==> src/rtl/pwm_duty_decoder.sv <==
// Measures high time and period of an external PWM input and reports the duty
// cycle quantised to a 0-9 level, suitable for a single 7-segment digit.
module pwm_duty_decoder #(
  parameter int unsigned CNT_W   = 16,
  parameter int unsigned TIMEOUT = 32'h0000_FFFF
) (
  input  logic       clk,
  input  logic       rst_n,
  input  logic       pwm_i,
  output logic [3:0] level_o,
  output logic       valid_o,
  output logic       busy_o
);

  localparam int unsigned ACC_W = CNT_W + 4;
  localparam logic [CNT_W-1:0] TMO_HIT = CNT_W'(TIMEOUT - 1);
  localparam logic [CNT_W-1:0] TMO_PRE = CNT_W'(TIMEOUT - 2);
  localparam logic [3:0] LVL_MAX = 4'd9;
  localparam logic [3:0] Q_MAX   = 4'd10;

  typedef enum logic [2:0] {
    ST_IDLE,
    ST_MEASURE,
    ST_LOAD,
    ST_DIV,
    ST_DONE
  } state_t;

  state_t             state;
  logic               s1, s2, s3;
  logic               rise;
  logic               tmo;
  logic               tmo_soon;
  logic [CNT_W-1:0]   period_cnt;
  logic [CNT_W-1:0]   high_cnt;
  logic [CNT_W-1:0]   snap_per;
  logic [CNT_W-1:0]   snap_hi;
  logic [ACC_W-1:0]   acc;
  logic [ACC_W-1:0]   hi_x10;
  logic [ACC_W-1:0]   per_ext;
  logic [3:0]         q;
  logic [3:0]         q_clamped;
  logic               div_step;

  function automatic logic [CNT_W-1:0] sat_inc(input logic [CNT_W-1:0] v);
    return (&v) ? v : v + CNT_W'(1);
  endfunction

  // Two-flop synchroniser plus one delay flop for edge detection
  always_ff @(posedge clk or negedge rst_n) begin
    if (!rst_n) begin
      s1 <= 1'b0;
      s2 <= 1'b0;
      s3 <= 1'b0;
    end else begin
      s1 <= pwm_i;
      s2 <= s1;
      s3 <= s2;
    end
  end

  assign rise = s2 & ~s3;

  // The counter "reaches" TIMEOUT on the increment from TIMEOUT-1, so a static
  // input yields exactly one result every TIMEOUT cycles.
  assign tmo      = (period_cnt == TMO_HIT);
  assign tmo_soon = (period_cnt == TMO_PRE) & ~rise;

  always_ff @(posedge clk or negedge rst_n) begin
    if (!rst_n) begin
      period_cnt <= '0;
      high_cnt   <= '0;
    end else if (tmo) begin
      period_cnt <= '0;
      high_cnt   <= '0;
    end else if (rise) begin
      period_cnt <= CNT_W'(1);
      high_cnt   <= CNT_W'(1);
    end else begin
      period_cnt <= sat_inc(period_cnt);
      if (s2) begin
        high_cnt <= sat_inc(high_cnt);
      end
    end
  end

  assign hi_x10    = (ACC_W'(snap_hi) << 3) + (ACC_W'(snap_hi) << 1);
  assign per_ext   = ACC_W'(snap_per);
  assign div_step  = (acc >= per_ext) && (q < Q_MAX);
  assign q_clamped = (q > LVL_MAX) ? LVL_MAX : q;

  // Measurement / restoring-divide sequencer; timeout overrides every state.
  // A timeout due in the DONE cycle suppresses the division pulse so only the
  // static-level result is reported.
  always_ff @(posedge clk or negedge rst_n) begin
    if (!rst_n) begin
      state    <= ST_IDLE;
      snap_per <= '0;
      snap_hi  <= '0;
      acc      <= '0;
      q        <= '0;
      level_o  <= '0;
      valid_o  <= 1'b0;
      busy_o   <= 1'b0;
    end else begin
      valid_o <= 1'b0;
      if (tmo) begin
        state   <= ST_IDLE;
        busy_o  <= 1'b0;
        valid_o <= 1'b1;
        level_o <= s2 ? LVL_MAX : 4'd0;
      end else begin
        case (state)
          ST_IDLE: begin
            if (rise) begin
              state <= ST_MEASURE;
            end
          end
          ST_MEASURE: begin
            if (rise) begin
              snap_per <= period_cnt;
              snap_hi  <= high_cnt;
              busy_o   <= 1'b1;
              state    <= ST_LOAD;
            end
          end
          ST_LOAD: begin
            acc   <= hi_x10;
            q     <= 4'd0;
            state <= ST_DIV;
          end
          ST_DIV: begin
            if (div_step) begin
              acc <= acc - per_ext;
              q   <= q + 4'd1;
            end else begin
              state <= ST_DONE;
              if (!tmo_soon) begin
                level_o <= q_clamped;
                valid_o <= 1'b1;
              end
            end
          end
          ST_DONE: begin
            busy_o <= 1'b0;
            state  <= ST_MEASURE;
          end
          default: begin
            busy_o <= 1'b0;
            state  <= ST_IDLE;
          end
        endcase
      end
    end
  end

endmodule

==> config.mk <==
export PLATFORM = sky130hd
export DESIGN_NAME = pwm_duty_decoder
export DESIGN_NICKNAME = d
export VERILOG_FILES = /design/src/rtl/pwm_duty_decoder.sv
export SDC_FILE = /design/constraint.sdc
export NUM_CORES = 1
export LEC_CHECK = 0
export ABC_CLOCK_PERIOD_IN_PS = 4200
export CORE_UTILIZATION = 45
export DETAILED_ROUTE_END_ITERATION = 8
export DONT_BUFFER_PORTS = 1
export HOLD_SLACK_MARGIN = 0.08
export PLACE_DENSITY = 0.71
export SETUP_SLACK_MARGIN = 0.4
export SYNTH_ARGS = -nofsm -noshare
export SYNTH_HDL_FRONTEND = slang
export SYNTH_SLANG_ARGS = --single-unit
==> constraint.sdc <==
create_clock -name clk -period 4.2 [get_ports clk]
set_input_delay 0.42 -clock clk [delete_from_list [all_inputs] [get_ports clk]]
set_output_delay 0.42 -clock clk [all_outputs]
set_load 0.005 [all_outputs]
Word-level counts from Yosys, hierarchy flattened
Index checks and enable logic that the tools add are counted.
{"block": "totals", "inputBits": 3, "regBits": 100, "word_cells": 84}
{"block": "classes", "magnitude_cmp": 3, "eq_ne": 15, "addsub": 5, "n_mux": 29, "n_bitwise": 5, "n_reduce_logical": 14}
{"op": "$mux 16", "n": 7}
{"op": "$pmux 20 s2", "n": 1}
{"op": "$add 16x1->16 const B", "n": 2}
{"op": "$eq 16x16->1 const B", "n": 2}
{"op": "$reduce_and 16->1", "n": 2}
{"op": "$mux 4", "n": 7}
{"op": "$add 19x17->20", "n": 1}
{"op": "$ge 20x16->1", "n": 1}
{"op": "$mux 20", "n": 1}
{"op": "$sub 20x16->20", "n": 1}
{"op": "$ne 3x3->1 const B", "n": 5}
{"op": "$pmux 3 s5", "n": 1}
{"op": "$mux 3", "n": 4}
{"op": "$reduce_and 3->1", "n": 4}
{"op": "$pmux 4 s2", "n": 1}
{"op": "$eq 3x2->1 const B", "n": 2}
{"op": "$mux 1", "n": 6}
{"op": "$ne 2x2->1 const B", "n": 3}
{"op": "$add 4x1->4 const B", "n": 1}
{"op": "$gt 4x4->1 const B", "n": 1}
{"op": "$lt 4x4->1 const B", "n": 1}
{"op": "$reduce_and 2->1", "n": 2}
{"op": "$reduce_bool 2->1", "n": 2}
{"op": "$eq 3x1->1 const B", "n": 1}
{"op": "9 further kinds", "n": 12}

Longest topological paths before layout
Gate-level depths: netlist (run 1).
{"block": "depth", "ltp_word": 8, "mapped_depth": 12, "depth_no_buf": 11}

Least setup slack after synthesis (run 1)
No wires, ideal clock.
{"block": "synth_timing", "path_type": "flip-flop to flip-flop", "start": "register acc[0]", "end": "register acc[14]", "setup_time_ns": 0.082, "slack_ns": 1.761, "stages_incl_launch_ff": 12, "arrival_ns": 2.357, "path_cell_list": "dfrtp_1 > inv_1 > ha_1 > fa_1 > nand2b_1 > a21oi_1 > or4_1 > a311o_1 > a211oi_1 > xnor2_1 > nand2_1 > a31oi_1"}
{"block": "synth_between", "elab_chain_len": 4, "elab_cells_between_ends": 7, "cone_classes": "add/sub (1); order compare (1); eq/ne (1); mux (2); reduce/logical (2)"}
{"element": "from (decl)", "line_no": "38", "source": "logic [ACC_W-1:0] acc;"}
{"element": "from (signal assigned)", "line_no": "128", "source": "acc <= hi_x10;"}
{"element": "from (signal assigned)", "line_no": "134", "source": "acc <= acc - per_ext;"}
{"element": "$ge 20x16->1", "line_no": "89", "source": "assign div_step = (acc >= per_ext) && (q < Q_MAX);"}
{"element": "$logic_and 1x1->1", "line_no": "89"}
{"element": "$ne 2x2->1 (no source line)"}
{"element": "$reduce_and 3->1 (no source line)"}
Several ways; a longest one is shown, not always the timed one. The select of a mux whose other input is x is not followed.
A chain may end at the register's enable or synchronous reset.

Worst setup path in the final report (run 1)
{"block": "layout_timing", "start": "register snap_per[0]", "end": "register acc[19]"}
{"block": "layout_between", "elab_chain_len": 4, "elab_cells_between_ends": 7, "cone_classes": "add/sub (1); order compare (1); eq/ne (1); mux (2); reduce/logical (2)"}
{"element": "from (decl)", "line_no": "36", "source": "logic [CNT_W-1:0] snap_per;"}
{"element": "from (signal assigned)", "line_no": "121", "source": "snap_per <= period_cnt;"}
{"element": "$ge 20x16->1", "line_no": "89"}
{"element": "$logic_and 1x1->1", "line_no": "89"}
{"element": "$ne 2x2->1 (no source line)"}
{"element": "$reduce_and 3->1 (no source line)"}
Several ways; a longest one is shown, not always the timed one. The select of a mux whose other input is x is not followed.

==> flow_summary_export.csv, run 1 <==
group,metric,value,unit
run_status,status,"finished clean",
timing,finalSetupTns,0,ns
synth,syn-cell-area,6006,sq um
clocking,cts_buffer_depth,2,
drt,ant_nets,0,
timing,hold_viol_final,0,
drt,vias,4679,
global_routing,overflow,0,
synth,synth_fp_nets,704,
timing,max_freq,0.3216,GHz
worst_setup_path,critical_path_class,"register to register",
drt,viasPerCell,5.604,
timing,timing.final.crit_share,0.7403,
global_routing,track_usage,0.2042,
worst_setup_path,required,4.39,ns
synth,syn_avg_cell_area,9.072,sq um
floorplanning,fp.dieH,117.5,microns
pwr,switchingPower,0.001667,W
placed_design,dp_slack,1.184,ns
worst_setup_path,critPathArrivalTime,3.30,ns
clocking,numCtsBuffers,9,
cells_and_area,drive_gt1_frac,0.07089,
placed_design,place_congestion,0.8814,
global_routing,antenna_found_initial,0,
clocking,cts_num_sinks,100,
cells_and_area,n_antenna_cell,0,
worst_setup_path,crit_path_top_delay_cell,"a2111oi_0",
pwr,switching_share,0.4138,
worst_setup_path,cp-start-kind,"register",
synth,syn_inst,662,
synth,synth_cell_types,62,
drt,routed_wl,13.28,mm
synth,async_reset_ff_frac,1.000,
clocking,clockRootBuffer,"clkbuf_16",
synth,synth_edf_count,0,
synth,synth_warnings,0,
global_routing,grt_max_degree,101,
clocking,cts.repair.resized,0,
floorplanning,num_rows,41,
worst_hold_path,min_path_type,"input pin to register",
global_routing,grt_pass1_wl,23.05,mm
pwr,pwr-share-comb,0.464,
clocking,cts_setup_buffers,0,
timing,layout_setup_ws,1.091,ns
placed_design,hpwl,9.719,mm
pwr,clock_power_share,0.200,
drt,drc,0,
timing,slew_headroom,0.4771,
floorplanning,initial_core_util,0.4683,
drt,first_pass_iters,5,
run,max-cap-violations,0,
pwr,p_seq_frac,0.335,
synth,yosys_register_bits,100,
clocking,clock_latency,0.35,ns
pwr,ir_drop,0.2680,mV
clocking,holdBufCountCts,2,
placed_design,port_buffers,0,
global_routing,grt_pass1_vias,4689,
clocking,ctsHtreeMaxLevel,3,
cells_and_area,fill_cells,1224,
timing,setup-violations-final,0,
timing,clock_skew,0.008792,ns
floorplanning,ioPinCount,9,
placed_design,placed_area,6170,sq um
worst_setup_path,path_cells,"ha_1 -> fa_1 -> nand2b_1 -> a21oi_1 -> a211oi_1 -> o2111ai_1 -> nand2_1 -> a2111oi_0 -> o22ai_1",
pwr,power_density,619.6,nW/um^2
drt,drt_iter0_markers,309,
floorplanning,dieWidth,117.5,microns
floorplanning,core_area,12820,sq um
worst_setup_path,worstPathMaxFanout,24,
clocking,cts_tree,"built",
clocking,clkTransAtPathRegs,0.07,ns
floorplanning,die-area,13810,sq um
timing,slew_violations,0,
worst_setup_path,max_stage_delay,0.61,ns
pwr,p_total,0.004028,W
cells_and_area,final_area,6501,sq um
pwr,p_int,0.002362,W
worst_setup_path,cp-end-kind,"register",
synth,synth_seq_area_share,0.4167,
cells_and_area,utilization,0.5069,
pwr,power_leakage,2.893,nW
timing,tightest_slew,0.7742,ns
cells_and_area,syn_to_final_growth,8.250,%
cells_and_area,finalNetCount,700,
drt,wire_per_inst,15.91,microns
timing,min_period,3.109,ns
synth,synth_top_flop_cell,"dfrtp_1",
timing,rsz0062_at_grt,"no",
metal layers:
| layer | track usage | vias to the layer above | part of all wire |
|---|---|---|---|
| li1 | - | 2328 | - |
| met1 | 0.2778 | 2261 | 0.47 |
| met2 | 0.3362 | 75 | 0.48 |
| met3 | 0.03682 | 15 | 0.037 |
| met4 | 0.05128 | 0 | 0.011 |
| met5 | 0 | - | 0 |
worst max-delay path: cells and delay by family (launching register included):
family / cells / cell delay, ns
simple gates: 2 / 0.65
compound gates: 5 / 1.31
fa+ha+maj: 2 / 0.62
flops: 1 / 0.38
state kept, by name (all words and copies together) (netlist names), 3 cells and up:
name	cells
acc	20
high_cnt	16
period_cnt	16
snap_hi	16
snap_per	16
level_o	4
q	4
state	3
kinds of logic after synthesis:
group,Yosys count,share of synthesized area
adders and majority gates,39,0.08375
muxes,22,0.04021
AOI/OAI and AO/OA,163,0.1654
DFF,100,0.4167
buffers and inverters,55,0.03500
and+or+nand+nor,240,0.1963
xor gates and xnor gates,43,0.06271
final cells by class:
| type | count | area, sq um | share of cell area |
|---|---|---|---|
| multi-input combinational | 507 | 3298 | 0.5073 |
| sequential | 100 | 2502 | 0.3849 |
| tap | 172 | 215.2 | 0.03310 |
| clock inverter | 5 | 41.29 | 0.006351 |
| clock buffer | 11 | 252.7 | 0.03888 |
| timing repair buffer | 5 | 60.06 | 0.009238 |
| inverter | 35 | 131.4 | 0.02021 |
cell usage after synthesis (2+ instances only):
| library cell | number | area [sq um] |
|---|---|---|
| dfrtp_1 | 100 | 2502 |
| nand2_1 | 71 | 266.5 |
| nor2_1 | 67 | 251.5 |
| o21ai_0 | 58 | 290.3 |
| a21oi_1 | 42 | 210.2 |
| ha_1 | 37 | 462.9 |
| inv_1 | 35 | 131.4 |
| nand3_1 | 30 | 150.1 |
| xor2_1 | 22 | 192.7 |
| xnor2_1 | 21 | 183.9 |
| mux2_2 | 17 | 191.4 |
| or3_1 | 15 | 93.84 |
| clkbuf_1 | 13 | 48.80 |
| a21o_1 | 10 | 75.07 |
| a31oi_1 | 9 | 56.30 |
| nand4_1 | 9 | 56.30 |
| nor3_1 | 8 | 40.04 |
| and3_1 | 7 | 43.79 |
| a211oi_1 | 6 | 45.04 |
| nand2b_1 | 6 | 37.54 |
| and2_1 | 5 | 31.28 |
| mux2i_1 | 5 | 50.05 |
| nor2b_1 | 5 | 31.28 |
| o21a_1 | 5 | 37.54 |
| and4_1 | 4 | 35.03 |
| buf_1 | 4 | 15.01 |
| o211ai_1 | 4 | 30.03 |
| o31ai_1 | 4 | 30.03 |
| buf_2 | 3 | 15.01 |
| o21bai_1 | 3 | 22.52 |
| a2111oi_0 | 2 | 17.52 |
| a41oi_1 | 2 | 17.52 |
| fa_1 | 2 | 40.04 |
| nor3b_1 | 2 | 15.01 |
| o2111ai_1 | 2 | 17.52 |
cells in the final DEF (no fill, tap or decap), types with 6 or more instances in the layout:
master     instances
inv_1             35
nand3_1           30
xor2_1            22
nor3_1             7
clkbuf_16          9
mux2_2            17
nand2_1           71
dfrtp_1          100
and3_1             7
ha_1              37
or3_1             15
a21oi_1           42
o21ai_0           58
nor2_1            67
nand4_1            9
a211oi_1           6
nand2b_1           6
a21o_1            10
xnor2_1           21
a31oi_1            9
path summary, 6_finish.rpt:
| path | startpoint | depth (start not counted) | end | slack (ns) |
|---|---|---|---|---|
| setup / recovery | snap_per[0]$_DFFE_PN0P_ | 9 | acc[19]$_DFFE_PN0P_ | 1.09 |
| hold / removal | pwm_i | 0 | s1$_DFF_PN0_ | 0.1 |
| setup reg to reg | snap_per[0]$_DFFE_PN0P_ | 9 | acc[19]$_DFFE_PN0P_ | 1.09 |
| hold reg to reg | s1$_DFF_PN0_ | 0 | s2$_DFF_PN0_ | 0.35 |
| max in group asynchronous | rst_n | 2 | high_cnt[10]$_DFFE_PN0P_ | 3.15 |
| min in group asynchronous | rst_n | 2 | busy_o$_DFFE_PN0P_ | 0.68 |
metrics by stage:
stage	instances	hold slack (ns)
after floorplan	662	0.1244
after global placement	817	0.1263
after detailed placement	817	0.1267
after CTS	835	0.08779
after global routing	835	0.08269
final	835	0.09740
power groups by stage:
stage	sequential, W	combinational, W	clock, W
5_1_grt	0.00138	0.00210	0.000860
3_5_place_dp	0.00136	0.00181	0
6_report	0.00135	0.00187	0.000808
2_1_floorplan	0.00129	0.00147	0
4_1_cts	0.00135	0.00185	0.000825
3_3_place_gp	0.00135	0.00177	0
No activity file was read; power rests on OpenSTA's default activity.
==> run 2: changes to the inputs <==
--- a/config.mk
+++ b/config.mk
@@ -5,12 +5,12 @@
 export SDC_FILE = /design/constraint.sdc
 export NUM_CORES = 1
 export LEC_CHECK = 0
-export ABC_CLOCK_PERIOD_IN_PS = 4200
+export ABC_CLOCK_PERIOD_IN_PS = 2500
 export CORE_UTILIZATION = 45
 export DETAILED_ROUTE_END_ITERATION = 8
 export DONT_BUFFER_PORTS = 1
 export HOLD_SLACK_MARGIN = 0.08
-export PLACE_DENSITY = 0.71
+export PLACE_DENSITY = 0.73
 export SETUP_SLACK_MARGIN = 0.4
 export SYNTH_ARGS = -nofsm -noshare
 export SYNTH_HDL_FRONTEND = slang
==> constraint.sdc (replaced) <==
create_clock -name clk -period 2.5 [get_ports clk]
set_input_delay 0.25 -clock clk [delete_from_list [all_inputs] [get_ports clk]]
set_output_delay 0.25 -clock clk [all_outputs]
set_load 0.005 [all_outputs]
==> run 2 against run 1 <==
Net effect:
- the flow now finishes with violations (hold timing, setup timing)
- maximum frequency grew 24%
- largest cell class unchanged
- die area is the same
- largest power group unchanged
- setup slack lost 1.1 ns
- highest routed layer unchanged
- total power grew 120%
- register-to-register slack lost 1.1 ns
- non-clock buffer count grew 70
- combinational power grew to 2.8 times the previous value
- sequential power grew 72%
==> flow_summary_export.csv, run 2 (synthesized netlist as in run 1, its figures left out) <==
group,metric,value,unit
floorplanning,ioPinCount,9,
run_status,failed_checks,"hold timing, setup timing",
timing,clock_skew,0.009283,ns
worst_setup_path,critPathArrivalTime,2.73,ns
timing,slew_violations,0,
timing,hold_viol_final,100,
floorplanning,fp.dieH,117.5,microns
cells_and_area,n_antenna_cell,0,
run,max-cap-violations,0,
drt,drc,0,
cells_and_area,final_common_cell,"dfrtp_1",
timing,min_period,2.514,ns
global_routing,track_usage,0.2372,
cells_and_area,finalNetCount,773,
floorplanning,num_rows,41,
drt,viasPerCell,6.000,
cells_and_area,final_area,7824,sq um
timing,timing.final.crit_share,1.005,
cells_and_area,fill_cells,962,
clocking,clkTransAtPathRegs,0.08,ns
cells_and_area,drive_gt1_frac,0.2826,
clocking,cts_tree,"built",
drt,vias,5448,
cells_and_area,regMostFlops,"acc",
cells_and_area,largest_reg_flops,20,
placed_design,placed_cells,841,
worst_setup_path,critical_path_class,"register to register",
worst_setup_path,cp-end-kind,"register",
timing,rsz0062_at_grt,"yes",
pwr,power_leakage,3.423,nW
clocking,cts_buffer_depth,2,
clocking,cts_num_sinks,100,
clocking,clock_latency,0.35,ns
global_routing,grt_pass1_wl,26.33,mm
drt,routed_wl,17.30,mm
clocking,ctsHtreeMaxLevel,3,
drt,wire_per_inst,19.06,microns
placed_design,placed_area,6526,sq um
clocking,holdBufCountCts,1,
pwr,ir_drop,0.6712,mV
global_routing,overflow,0,
cells_and_area,layout_common_cells,"dfrtp_1, nor2_1, nand2_1",
floorplanning,initial_core_util,0.4683,
timing,slew_headroom,0.7188,
drt,first_pass_iters,5,
clocking,numCtsBuffers,9,
global_routing,antenna_found_initial,0,
global_routing,grt_pass1_vias,5343,
worst_setup_path,worstPathMaxFanout,5,
timing,setup-violations-final,1,
floorplanning,die-area,13810,sq um
pwr,p_total,0.008820,W
global_routing,grt_max_degree,101,
timing,max_freq,0.3978,GHz
worst_setup_path,cp-start-kind,"register",
floorplanning,dieWidth,117.5,microns
cells_and_area,syn_to_final_growth,30.27,%
worst_setup_path,required,2.72,ns
timing,layout_setup_ws,-0.01366,ns
drt,ant_nets,0,
floorplanning,core_area,12820,sq um
pwr,power_density,1127,nW/um^2
placed_design,place_congestion,0.8326,
timing,tightest_slew,0.4203,ns
run_status,status,"complete, but fails checks",
worst_hold_path,min_path_type,"input pin to async pin",
drt,drt_iter0_markers,415,
clocking,clockRootBuffer,"clkbuf_16",
placed_design,port_buffers,0,
cells_and_area,layout.cells.non_filler,908,
placed_design,hpwl,10.45,mm
timing,holdWs,-0.4104,ns
run 2: cell types whose count changed in the layout (fill, tap and decap cells not counted), sizes merged:
cell	previous run	this run
and2	5	8
buf	4	72
inv	38	39
clkinvlp	2	1
clkinv	0	2
run 2: path summary, 6_finish.rpt:
check                      slack (ns)                 endpoint                     from  depth (start not counted)
min                             -0.41      acc[14]$_DFFE_PN0P_                    rst_n                          0
max                             -0.01      acc[19]$_DFFE_PN0P_  snap_per[0]$_DFFE_PN0P_                         10
min reg2reg                      0.38             s2$_DFF_PN0_             s1$_DFF_PN0_                          0
min in group clk                 0.38             s2$_DFF_PN0_             s1$_DFF_PN0_                          0
max reg2reg                     -0.01      acc[19]$_DFFE_PN0P_  snap_per[0]$_DFFE_PN0P_                         10
max in group asynchronous        2.78  high_cnt[7]$_DFFE_PN0P_                    rst_n                          0
run 2: metrics by stage:
stage | util | setup slack (ns) | setup TNS [ns]
6_report | 0.6100 | -0.01366 | -0.01366
5_1_grt | 0.6100 | -0.07199 | -0.3418
4_1_cts | 0.5714 | -0.06130 | -0.06130
3_5_place_dp | 0.5089 | -0.07114 | -0.1363
3_3_place_gp | 0.5089 | 0.04369 | 0
2_1_floorplan | - | 0.1881 | 0
run 2: metal layers:
metal	part of all wire	track usage	up-vias
met2	0.50	0.4120	226
met5	0	0	-
li1	-	-	2483
met1	0.41	0.2930	2686
met4	0.036	0.07772	0
met3	0.059	0.04990	53
run 2: what timing repair did:
| item | CTS | global route |
|---|---|---|
| cloned | 5 | 2 |
| resized for setup | 59 | 75 |
| endpoints found under the hold margin | 101 | 100 |
| pin swaps | 24 | 39 |
| setup buffers | 24 | 19 |
| endpoints found under the setup margin | 61 | 78 |
run 2: layout make-up:
class | instances | area [sq um] | area share
inverter | 35 | 133.9 | 0.01711
multi-input combinational | 510 | 3945 | 0.5042
clock inverter | 7 | 56.30 | 0.007197
clock buffer | 9 | 225.2 | 0.02879
timing repair buffer | 75 | 739.5 | 0.09451
sequential | 100 | 2509 | 0.3206
tap | 172 | 215.2 | 0.02751
run 2: report_power, final:
group          internal (W)  switching (W)
Clock              0.000690       0.000655
Sequential          0.00195       0.000371
Combinational       0.00244        0.00271
run 2: critical path, stage by stage (launching register included):
cell	delay, ns
dfrtp_1	0.42
ha_4	0.19
fa_2	0.34
nand2b_4	0.17
a21oi_4	0.17
a211oi_4	0.08
o2111ai_2	0.23
nand2_2	0.16
buf_4	0.18
a2111oi_4	0.32
o22ai_1	0.11
